[src/rtl/i2c_e2prom_slave.sv]
`default_nettype none
// ============================================================================
// Module   : i2c_e2prom_slave
// Purpose  : I2C responder modelling a 24Cxx-style E2PROM. Decodes START/STOP,
//            the device address, one or two word-address bytes, then serves
//            sequential writes into, or sequential reads from, a byte memory.
// Options  : define I2C_E2PROM_SLAVE_WP_EN to add the write-protect input wp.
//            MEM_AW is expected to be 16 or less.
// Revision : 1.0 - initial release
// ============================================================================
module i2c_e2prom_slave #(
  parameter logic [6:0] SLAVE_ADDR = 7'b1010000,
  parameter int         ADDR16     = 1,
  parameter int         MEM_AW     = 8
) (
  input  logic              clk,
  input  logic              rst_n,
  input  logic              scl,
  input  logic              sda_in,
`ifdef I2C_E2PROM_SLAVE_WP_EN
  input  logic              wp,
`endif
  output logic              sda_oe,
  output logic              busy,
  output logic              wr_strobe,
  output logic [MEM_AW-1:0] wr_addr,
  output logic [7:0]        wr_data
);

  localparam logic [3:0] S_IDLE    = 4'd0;
  localparam logic [3:0] S_DEV     = 4'd1;
  localparam logic [3:0] S_DEV_ACK = 4'd2;
  localparam logic [3:0] S_AHI     = 4'd3;
  localparam logic [3:0] S_AHI_ACK = 4'd4;
  localparam logic [3:0] S_ALO     = 4'd5;
  localparam logic [3:0] S_ALO_ACK = 4'd6;
  localparam logic [3:0] S_WR      = 4'd7;
  localparam logic [3:0] S_WR_ACK  = 4'd8;
  localparam logic [3:0] S_RD      = 4'd9;
  localparam logic [3:0] S_RD_ACK  = 4'd10;

  // Synchronizers plus one history stage for edge detection
  logic scl_s1_q, scl_s2_q, scl_h_q;
  logic sda_s1_q, sda_s2_q, sda_h_q;

  logic [3:0]        state_q, state_d;
  logic [2:0]        bit_cnt_q, bit_cnt_d;
  logic [7:0]        shift_q, shift_d;
  logic              rw_q, rw_d;
  logic              ack_rise_q, ack_rise_d;  // ninth SCL rise of the current ack slot seen
  logic [MEM_AW-1:0] ptr_q, ptr_d;
  logic              sda_oe_q, sda_oe_d;
  logic              busy_q, busy_d;
  logic              wr_strobe_q, wr_strobe_d;
  logic [MEM_AW-1:0] wr_addr_q, wr_addr_d;
  logic [7:0]        wr_data_q, wr_data_d;
  logic              mem_we;

  logic [7:0] mem [0:(1<<MEM_AW)-1];

  logic       scl_rise, scl_fall, bus_start, bus_stop, last_bit, dev_match, wp_on;
  logic [7:0] rx_byte, rd_byte;

`ifdef I2C_E2PROM_SLAVE_WP_EN
  logic wp_s1_q, wp_s2_q;

  // Bring the write-protect level into the clk domain
  always_ff @(posedge clk or negedge rst_n) begin
    if (!rst_n) begin
      wp_s1_q <= 1'b0;
      wp_s2_q <= 1'b0;
    end else begin
      wp_s1_q <= wp;
      wp_s2_q <= wp_s1_q;
    end
  end
  assign wp_on = wp_s2_q;
`else
  assign wp_on = 1'b0;
`endif

  // Bus events are taken from the synchronized copies only
  assign scl_rise  = scl_s2_q & ~scl_h_q;
  assign scl_fall  = ~scl_s2_q & scl_h_q;
  assign bus_start = scl_s2_q & scl_h_q & sda_h_q & ~sda_s2_q;
  assign bus_stop  = scl_s2_q & scl_h_q & ~sda_h_q & sda_s2_q;
  assign rx_byte   = {shift_q[6:0], sda_s2_q};
  assign last_bit  = (bit_cnt_q == 3'd7);
  assign dev_match = (rx_byte[7:1] == SLAVE_ADDR);
  assign rd_byte   = mem[ptr_q];

  // State and datapath registers; sync stages reset to the idle (released) bus level
  always_ff @(posedge clk or negedge rst_n) begin
    if (!rst_n) begin
      scl_s1_q    <= 1'b1;
      scl_s2_q    <= 1'b1;
      scl_h_q     <= 1'b1;
      sda_s1_q    <= 1'b1;
      sda_s2_q    <= 1'b1;
      sda_h_q     <= 1'b1;
      state_q     <= S_IDLE;
      bit_cnt_q   <= 3'd0;
      shift_q     <= 8'd0;
      rw_q        <= 1'b0;
      ack_rise_q  <= 1'b0;
      ptr_q       <= '0;
      sda_oe_q    <= 1'b0;
      busy_q      <= 1'b0;
      wr_strobe_q <= 1'b0;
      wr_addr_q   <= '0;
      wr_data_q   <= 8'd0;
    end else begin
      scl_s1_q    <= scl;
      scl_s2_q    <= scl_s1_q;
      scl_h_q     <= scl_s2_q;
      sda_s1_q    <= sda_in;
      sda_s2_q    <= sda_s1_q;
      sda_h_q     <= sda_s2_q;
      state_q     <= state_d;
      bit_cnt_q   <= bit_cnt_d;
      shift_q     <= shift_d;
      rw_q        <= rw_d;
      ack_rise_q  <= ack_rise_d;
      ptr_q       <= ptr_d;
      sda_oe_q    <= sda_oe_d;
      busy_q      <= busy_d;
      wr_strobe_q <= wr_strobe_d;
      wr_addr_q   <= wr_addr_d;
      wr_data_q   <= wr_data_d;
    end
  end

  // Byte memory; contents are deliberately not reset
  always_ff @(posedge clk) begin
    if (mem_we) mem[ptr_q] <= rx_byte;
  end

  // Next-state: bytes end on the eighth SCL rise, ack slots end on the ninth SCL fall
  always_comb begin
    state_d = state_q;
    if (bus_stop) begin
      state_d = S_IDLE;
    end else if (bus_start) begin
      state_d = S_DEV;
    end else begin
      case (state_q)
        S_DEV:     if (scl_rise && last_bit) state_d = dev_match ? S_DEV_ACK : S_IDLE;
        S_AHI:     if (scl_rise && last_bit) state_d = S_AHI_ACK;
        S_ALO:     if (scl_rise && last_bit) state_d = S_ALO_ACK;
        S_WR:      if (scl_rise && last_bit) state_d = S_WR_ACK;
        S_RD:      if (scl_rise && last_bit) state_d = S_RD_ACK;
        S_DEV_ACK: if (scl_fall && ack_rise_q)
                     state_d = rw_q ? S_RD : ((ADDR16 != 0) ? S_AHI : S_ALO);
        S_AHI_ACK: if (scl_fall && ack_rise_q) state_d = S_ALO;
        S_ALO_ACK: if (scl_fall && ack_rise_q) state_d = S_WR;
        S_WR_ACK:  if (scl_fall && ack_rise_q) state_d = S_WR;
        S_RD_ACK: begin
          if (scl_rise && sda_s2_q)          state_d = S_IDLE;
          else if (scl_fall && ack_rise_q)   state_d = S_RD;
        end
        default:   state_d = S_IDLE;
      endcase
    end
  end

  // Outputs and datapath: shift, pointer, ack/data drive, write commit
  always_comb begin
    bit_cnt_d   = bit_cnt_q;
    shift_d     = shift_q;
    rw_d        = rw_q;
    ack_rise_d  = ack_rise_q;
    ptr_d       = ptr_q;
    sda_oe_d    = sda_oe_q;
    busy_d      = busy_q;
    wr_strobe_d = 1'b0;
    wr_addr_d   = wr_addr_q;
    wr_data_d   = wr_data_q;
    mem_we      = 1'b0;
    if (bus_stop || bus_start) begin
      // Any partial byte is dropped; ptr survives for the random-read path
      bit_cnt_d  = 3'd0;
      ack_rise_d = 1'b0;
      sda_oe_d   = 1'b0;
      busy_d     = 1'b0;
    end else begin
      case (state_q)
        S_DEV, S_AHI, S_ALO, S_WR: begin
          if (scl_rise) begin
            shift_d    = rx_byte;
            bit_cnt_d  = bit_cnt_q + 3'd1;
            ack_rise_d = 1'b0;
            if (last_bit) begin
              case (state_q)
                S_DEV: if (dev_match) begin
                  rw_d   = rx_byte[0];
                  busy_d = 1'b1;
                end
                S_AHI: for (int i = 8; i < MEM_AW && i < 16; i++) ptr_d[i] = rx_byte[3'(i-8)];
                S_ALO: for (int i = 0; i < MEM_AW && i < 8; i++)  ptr_d[i] = rx_byte[3'(i)];
                default: begin
                  if (!wp_on) begin
                    mem_we      = 1'b1;
                    wr_strobe_d = 1'b1;
                    wr_addr_d   = ptr_q;
                    wr_data_d   = rx_byte;
                  end
                  ptr_d = ptr_q + 1'b1;
                end
              endcase
            end
          end
        end
        S_DEV_ACK, S_AHI_ACK, S_ALO_ACK, S_WR_ACK: begin
          if (scl_rise) ack_rise_d = 1'b1;
          if (scl_fall) begin
            if (!ack_rise_q) begin
              sda_oe_d = (state_q == S_WR_ACK) ? ~wp_on : 1'b1;
            end else begin
              ack_rise_d = 1'b0;
              sda_oe_d   = 1'b0;
              if (state_q == S_DEV_ACK && rw_q) begin
                shift_d  = rd_byte;
                sda_oe_d = ~rd_byte[7];
              end
            end
          end
        end
        S_RD: begin
          if (scl_rise) begin
            shift_d   = {shift_q[6:0], 1'b0};
            bit_cnt_d = bit_cnt_q + 3'd1;
            if (last_bit) ptr_d = ptr_q + 1'b1;
          end
          if (scl_fall) sda_oe_d = ~shift_q[7];
        end
        S_RD_ACK: begin
          if (scl_rise && !sda_s2_q) ack_rise_d = 1'b1;
          if (scl_fall) begin
            sda_oe_d = 1'b0;
            if (ack_rise_q) begin
              ack_rise_d = 1'b0;
              bit_cnt_d  = 3'd0;
              shift_d    = rd_byte;
              sda_oe_d   = ~rd_byte[7];
            end
          end
        end
        default: sda_oe_d = 1'b0;
      endcase
    end
  end

  assign sda_oe    = sda_oe_q;
  assign busy      = busy_q;
  assign wr_strobe = wr_strobe_q;
  assign wr_addr   = wr_addr_q;
  assign wr_data   = wr_data_q;

endmodule
`default_nettype wire

[config.mk]
export PLATFORM = sky130hd
export DESIGN_NAME = i2c_e2prom_slave
export DESIGN_NICKNAME = d
export VERILOG_FILES = /design/src/rtl/i2c_e2prom_slave.sv
export SDC_FILE = /design/constraint.sdc
export NUM_CORES = 2
export LEC_CHECK = 0
export CAP_MARGIN = 20
export CORE_MARGIN = 3
export CORE_UTILIZATION = 45
export CTS_BUF_LIST = sky130_fd_sc_hd__clkbuf_8
export CTS_CLUSTER_SIZE = 20
export DETAILED_ROUTE_END_ITERATION = 16
export HOLD_SLACK_MARGIN = 0.08
export PLACE_DENSITY = 0.65
export SLEW_MARGIN = 20
export SYNTH_ARGS = -nofsm -noshare
export SYNTH_HDL_FRONTEND = slang
export SYNTH_SLANG_ARGS = --single-unit
[constraint.sdc]
create_clock -name clk -period 8.4 [get_ports clk]
set_clock_uncertainty 0.15 [all_clocks]
set_input_delay 1.68 -clock clk [delete_from_list [all_inputs] [get_ports clk]]
set_output_delay 1.68 -clock clk [all_outputs]
set_load 0.05 [all_outputs]
# --- Word level (Yosys, flattened, before mapping) ---
# Memory sizes are Yosys's and may differ from the RTL's.
# Cells that the tools add are included.
op_classes:
  n_addsub: 2
  eq_ne: 38
  mux: 64
  bitwise_logic: 15
  reduce_logical: 31
op_table:
  columns: ["cell", "count"]
  rows:
  - ["two-way mux 8 bit", 11]
  - ["two-way mux 4 bit", 13]
  - ["case mux 4 bit (9 select lines)", 1]
  - ["case mux 8 bit (2 select lines)", 2]
  - ["case mux 8 bit (4 select lines)", 1]
  - ["two-way mux 1 bit", 28]
  - ["inequality test 4 bit (second input constant)", 7]
  - ["inequality test 2 bit (second input constant)", 11]
  - ["AND reduction 9 bit", 2]
  - ["equality test 4 x 3 -> 1 bit (second input constant)", 4]
  - ["inequality test 3 bit (second input constant)", 5]
  - ["equality test 4 bit (second input constant)", 3]
  - ["two-way mux 3 bit", 4]
  - ["nonzero test 2 bit", 6]
  - ["AND reduction 5 bit", 2]
  - ["adder 8 x 1 -> 8 bit (second input constant)", 1]
  - ["equality test 4 x 2 -> 1 bit (second input constant)", 2]
  - ["inverter 1 bit", 8]
  - ["AND reduction 4 bit", 2]
  - ["nonzero test 4 bit", 2]
  - ["OR reduction 4 bit", 2]
  - ["AND 1 bit", 7]
  - ["equality test 7 bit (second input constant)", 1]
  - ["AND reduction 7 bit", 1]
  - ["other kinds (19)", 24]
word_totals:
  register_bits: 50
  ramBits: 2048
  in_bits: 4
  out_inout_bits: 19
  word_cells: 168
  memories: 1
mem_list:
  columns: ["name", "depth", "word_bits", "rd", "rd_clocked_by_memory_dff", "write_ports", "line", "rtl"]
  rows:
  - ["mem", 256, 8, 1, 0, 1, "59", "logic [7:0] mem [0:(1<<MEM_AW)-1];"]

# --- Depth between registers and ports, before layout ---
logic_depth:
  word_depth: 9
  ltp_mapped: 13
  ltp_nobuf: 8

# --- Least setup slack after synthesis ---
# Ideal clock, no wire load.
synth_path:
  kind: "register -> register"
  startpoint: "register shift_q[1]"
  endpoint: "register rw_q"
  setup_ns: 0.125
  t_arrival_ns: 4.436
  required_ns: 8.125
  path_slack_ns: 3.689
  path_stages_with_launch: 6
  n_path_buf: 0
  cell_sequence: "dfrtp_1 -> nor4_1 -> nand4b_1 -> nor4b_1 -> nand3_1 -> mux2_2"
synth_via:
  elab_chain_cells: 2
synth_rtl:
  columns: ["element", "line", "rtl"]
  rows:
  - ["start: declaration", "48", "logic [7:0] shift_q, shift_d;"]
  - ["start signal: assignment", "121", "shift_q <= shift_d;"]
  - ["equality test 7 bit", "89", "assign dev_match = (rx_byte[7:1] == SLAVE_ADDR);"]
  - ["AND reduction 6 bit (no line)", null, null]
  - ["end signal: assignment", "122", "rw_q <= rw_d;"]
  - ["end: declaration", "49", "logic rw_q, rw_d;"]
# No other way between the ends.
# A chain may end at the register's enable or synchronous reset.

# --- Final worst setup path ---
layout_path:
  startpoint: "register ptr_q[0]"
  endpoint: "register shift_q[7]"
layout_via:
  elab_chain_cells: 5
  word_cells_on_any_way: 7
  classes_between: "mux (6); memory (1)"
layout_rtl:
  columns: ["element", "line", "rtl"]
  rows:
  - ["start: declaration", "51", "logic [MEM_AW-1:0] ptr_q, ptr_d;"]
  - ["start signal: assignment", "124", "ptr_q <= ptr_d;"]
  - ["memory (256 x 8 bit) (*)", null, null]
  - ["two-way mux 8 bit", "221", "if (state_q == S_DEV_ACK && rw_q) begin"]
  - ["two-way mux 8 bit", "216", "if (!ack_rise_q) begin"]
  - ["two-way mux 8 bit", "215", "if (scl_fall) begin"]
  - ["case mux 8 bit (4 select lines) (*)", "186", "case (state_q)"]
# Mark *: on every way between the ends. The rest lies on a longest branch, timed or not. The select of a mux whose other input is x is not followed.

==> metrics list <==
- The flow ran to the end, and the final reports show no timing, DRC or antenna violations.
- Max Fanout on Critical Path: 89
- Worst Max-Slew Pin Slew: 1270 ps
- Most instantiated flip-flop cell in the synthesis netlist: sky130_fd_sc_hd__edfxtp_1
* Cell taking the most area after synthesis: sky130_fd_sc_hd__edfxtp_1
* Number of clock buffers inserted by TritonCTS: 345
* Data arrival at the endpoint of the critical path: 5370 ps
- The library cell used most frequently in the layout, excluding fill and tap cells, is sky130_fd_sc_hd__edfxtp_1.
- For this design the ratio of total power to cell area is roughly 240 mW/mm^2.
- Number of I/O port buffers: 22
- Largest net degree at the start of global routing: 197
- Using the TritonRoute via totals, the vias-per-cell ratio works out to 6.05.
* Gr usage total: 0.216
* Wire length of the first global-routing pass: 291,000 microns
- Data required time at the worst endpoint: 9170 ps
* Proportion of layout cells with a drive suffix above 1: 0.278
* Setup bufs post-CTS: 0
- Via count of the first global-routing pass: 39.8k
- Clk pwr share: 0.375
- Across all layers, the routed design uses between 30k and 40k vias.
* Standard-cell rows: 155
* Post-synthesis async set-or-reset flop share: 0.0238
* Die area: 0.187 sq mm
- For this run, the top clock speed supported by timing is ~0.22 GHz.
* Top cell type's share of synthesized area: 0.751
- Crit-path leading delay family: compound AO/OA/AOI/OAI gates
* Final min period: 4600 ps
* Combinational cell fraction of total power: 0.044
- Leakage Power: 27.0 nW
- Slowest cell on the critical path: sky130_fd_sc_hd__dfrtp_4
* Top-Level Pins: 23
- Synth Net Count: 3,699
- Final setup fails: 0
- The pre-antenna-repair detailed-routing pass consisted of 5 iterations.
- Nature of the critical path endpoint: flop
- A synthesized cell averages about 22 sq um.
- Net count of the finished layout: 3,918
* Category of the critical setup timing path: reg2reg
- Once placement finished, the instance area stood at about 0.085 sq mm.
- Including well taps, the total number of placed cells is 5,915.
- Summed over all layers, the global routing overflow is 0.
- The floorplan step set the die width to about 430 microns.
- In this run the cell area of the synthesized design comes to 0.0818 sq mm.
* Switching share of total power: 0.232
- Detailed placement HPWL: about 120,000 microns
- Number of different library cells in the post-synthesis netlist: 63
- CTS H-Tree Depth: 5
- The worst setup path is launched from a flop.
- Cell internal power dissipation: 16.7 mW
- TritonCTS built the clock tree.
- The synthesized design contains 2,048 enable-type register cells.
- The share of total power dissipated in sequential elements is 0.581.
- Wires add up to 200,000 microns.
- Post-CTS repair changed the size of 0 cells.
- Summing all non-filler instances in the final layout gives an area of 0.0909 sq mm.
- Synthesized instance count: approximately 3.7k
- Post-route insts no fill: 6,513
* Drt initial violations: 4,919
- Layout-stage area growth over the synthesis result: 11.0%
- Share of the clock period used by the worst path: 0.548
- The tool flagged a number of max-cap violations equal to 0.
- The analysis attributes to net switching a power of between 5 and 6 mW.
- Setup repair after global routing left no endpoint under its margin.
* Cells traversed along the worst timing path: buf_12 > mux4_2 > mux2i_1 > nor2_1 > a2111oi_0 > buf_4 > o311a_1 > a41oi_1 > a221o_1
* Number of fillers in the final layout: 14.0k
- Number of buffers inserted for hold repair after clock tree synthesis: 0
- Post-synthesis sequential element count: roughly 2.1k
* Number of hold violations in the final report: 0
* Worst rel slew slack: 0.144
- Adding up every negative setup slack in the final design gives 0 ps.
- In the final layout, the multi-input gates occupy 0.0180 sq mm.
* Synth top area cells: sky130_fd_sc_hd__edfxtp_1, sky130_fd_sc_hd__mux4_2, sky130_fd_sc_hd__dfrtp_1, sky130_fd_sc_hd__nor2_1, sky130_fd_sc_hd__mux2i_1
- Worst IR drop on VDD: ~0.00025 V
- Proportion of synthesized chip area in sequential cells: 0.767
- For this configuration, the core starts out at a cell density of 0.456.
* DRC violations left: 0
- Counting every sink on the clock net gives around 2.1k.
- The worst hold path belongs to the class reg2reg.
- Synth warn: 0
* Vertical die dimension: 432 microns
* Crit-path max cell delay: 830 ps
* Sequential cell area: 0.0628 sq mm
- Clock latency on the worst-skew pair, taken at its later pin, is 1060 ps.
- Slew Viols, Final: 0
- Clk Tree Root Cell: sky130_fd_sc_hd__clkbuf_8
* Top library cells by usage in the layout, fill and taps aside: sky130_fd_sc_hd__edfxtp_1, sky130_fd_sc_hd__mux4_2, sky130_fd_sc_hd__clkbuf_8, sky130_fd_sc_hd__nor2_1, sky130_fd_sc_hd__inv_1
- Together, buffers and inverters on the worst path number 2.
- After floorplanning, the core was sized to cover around 0.18 sq mm.
* Placer congestion estimate: 0.855
- Routed length per instance: 30.7 microns
- The clock passes through at most 4 buffers.
- The number of antenna violations at the first check in global routing was 3.
* Remaining antenna violation count: 0
- Register clock-pin slew on the reported worst setup and hold paths: around 60 ps
## kinds of logic (layout without fill, tap and decap cells)
group,after synthesis,after routing,synth area share
AND/OR/NAND/NOR,517,517,0.0272
AO/OA/AOI/OAI,145,145,0.0119
multiplexers,689,689,0.179
adder cells (fa/ha/maj),6,6,0.000917
XOR/XNOR,1,1,0.000107
flip-flops,2098,2098,0.767
buffers and inverters,233,699,0.0141
other,0,3,0
## sequential cells by signal, indices dropped and copies added (netlist names)
register	flops
shift_q	8
busy	1
bit_cnt_q	3
sda_s2_q	1
scl_h_q	1
wr_strobe	1
wr_addr	8
sda_s1_q	1
sda_h_q	1
ptr_q	8
rw_q	1
state_q	4
mem	2048
scl_s1_q	1
ack_rise_q	1
sda_oe	1
scl_s2_q	1
wr_data	8
## cell usage after synthesis (13+ instances only)
cell / number
sky130_fd_sc_hd__nor2_1: 293
sky130_fd_sc_hd__mux2_2: 21
sky130_fd_sc_hd__edfxtp_1: 2048
sky130_fd_sc_hd__buf_1: 22
sky130_fd_sc_hd__nand3_1: 48
sky130_fd_sc_hd__mux2i_1: 51
sky130_fd_sc_hd__a21oi_1: 29
sky130_fd_sc_hd__mux4_2: 617
sky130_fd_sc_hd__buf_2: 94
sky130_fd_sc_hd__o21ai_0: 27
sky130_fd_sc_hd__nor2b_1: 27
sky130_fd_sc_hd__buf_4: 20
sky130_fd_sc_hd__nand2_1: 79
sky130_fd_sc_hd__dfrtp_1: 44
sky130_fd_sc_hd__nor3_1: 22
sky130_fd_sc_hd__o22ai_1: 13
sky130_fd_sc_hd__clkbuf_1: 74
## area by class of cell
| cell class | count | share of cell area |
|---|---|---|
| inverter | 12 | 0.000496 |
| sequential | 2098 | 0.691 |
| tap | 2355 | 0.0324 |
| clock buffer | 356 | 0.0539 |
| antenna | 3 | 0.0000826 |
| timing repair buffer | 93 | 0.00978 |
| clock inverter | 238 | 0.0135 |
| multi-input combinational | 1358 | 0.199 |
## stage by stage
stage          setup WS, ps   util  total power, mW  hold WS, ps
6_report               3800  0.506             21.7          217
3_3_place_gp           3770  0.471             13.7          205
5_1_grt                3520  0.506             22.5          216
2_1_floorplan          3690      -             13.4          195
3_5_place_dp           3840  0.472             13.8          204
4_1_cts                3760  0.506             21.9          217
## per-layer routing
metal | track usage | part of all wire | vias to the layer above
met5 | 0 | 0 | -
met4 | 0.0798 | 0.037 | 0
met3 | 0.0539 | 0.091 | 400
met2 | 0.324 | 0.46 | 1974
met1 | 0.309 | 0.41 | 21100
li1 | - | - | 16000
## power groups by stage
stage          Sequential [mW]  Clock [mW]  Combinational (mW)
2_1_floorplan             13.3           0              0.0540
3_3_place_gp              12.8           0               0.914
3_5_place_dp              12.8           0               0.975
4_1_cts                   12.6        8.30               0.967
5_1_grt                   12.6        8.78                1.05
6_report                  12.6        8.14               0.959
## worst reg2reg max path: cells and delay by family, from the launching register on
kind | cells | cell delay, ps
muxes | 2 | 1350
AOI/OAI and AO/OA | 4 | 1220
DFF | 1 | 830
and+or+nand+nor | 1 | 110
buffers and inverters | 2 | 820
## path summary, 6_finish.rpt
path | cells past startpoint | from | to | slack [ps]
min in group asynchronous | 2 | rst_n | wr_data[1] | 630
hold reg to reg | 0 | sda_s1_q | sda_s2_q | 220
max in group asynchronous | 2 | rst_n | shift_q[2] | 6780
setup / recovery | 9 | ptr_q[0] | shift_q[7] | 3800
hold / removal | 0 | sda_s1_q | sda_s2_q | 220
setup reg to reg | 9 | ptr_q[0] | shift_q[7] | 3800
Power figures use the tool's default switching activity.
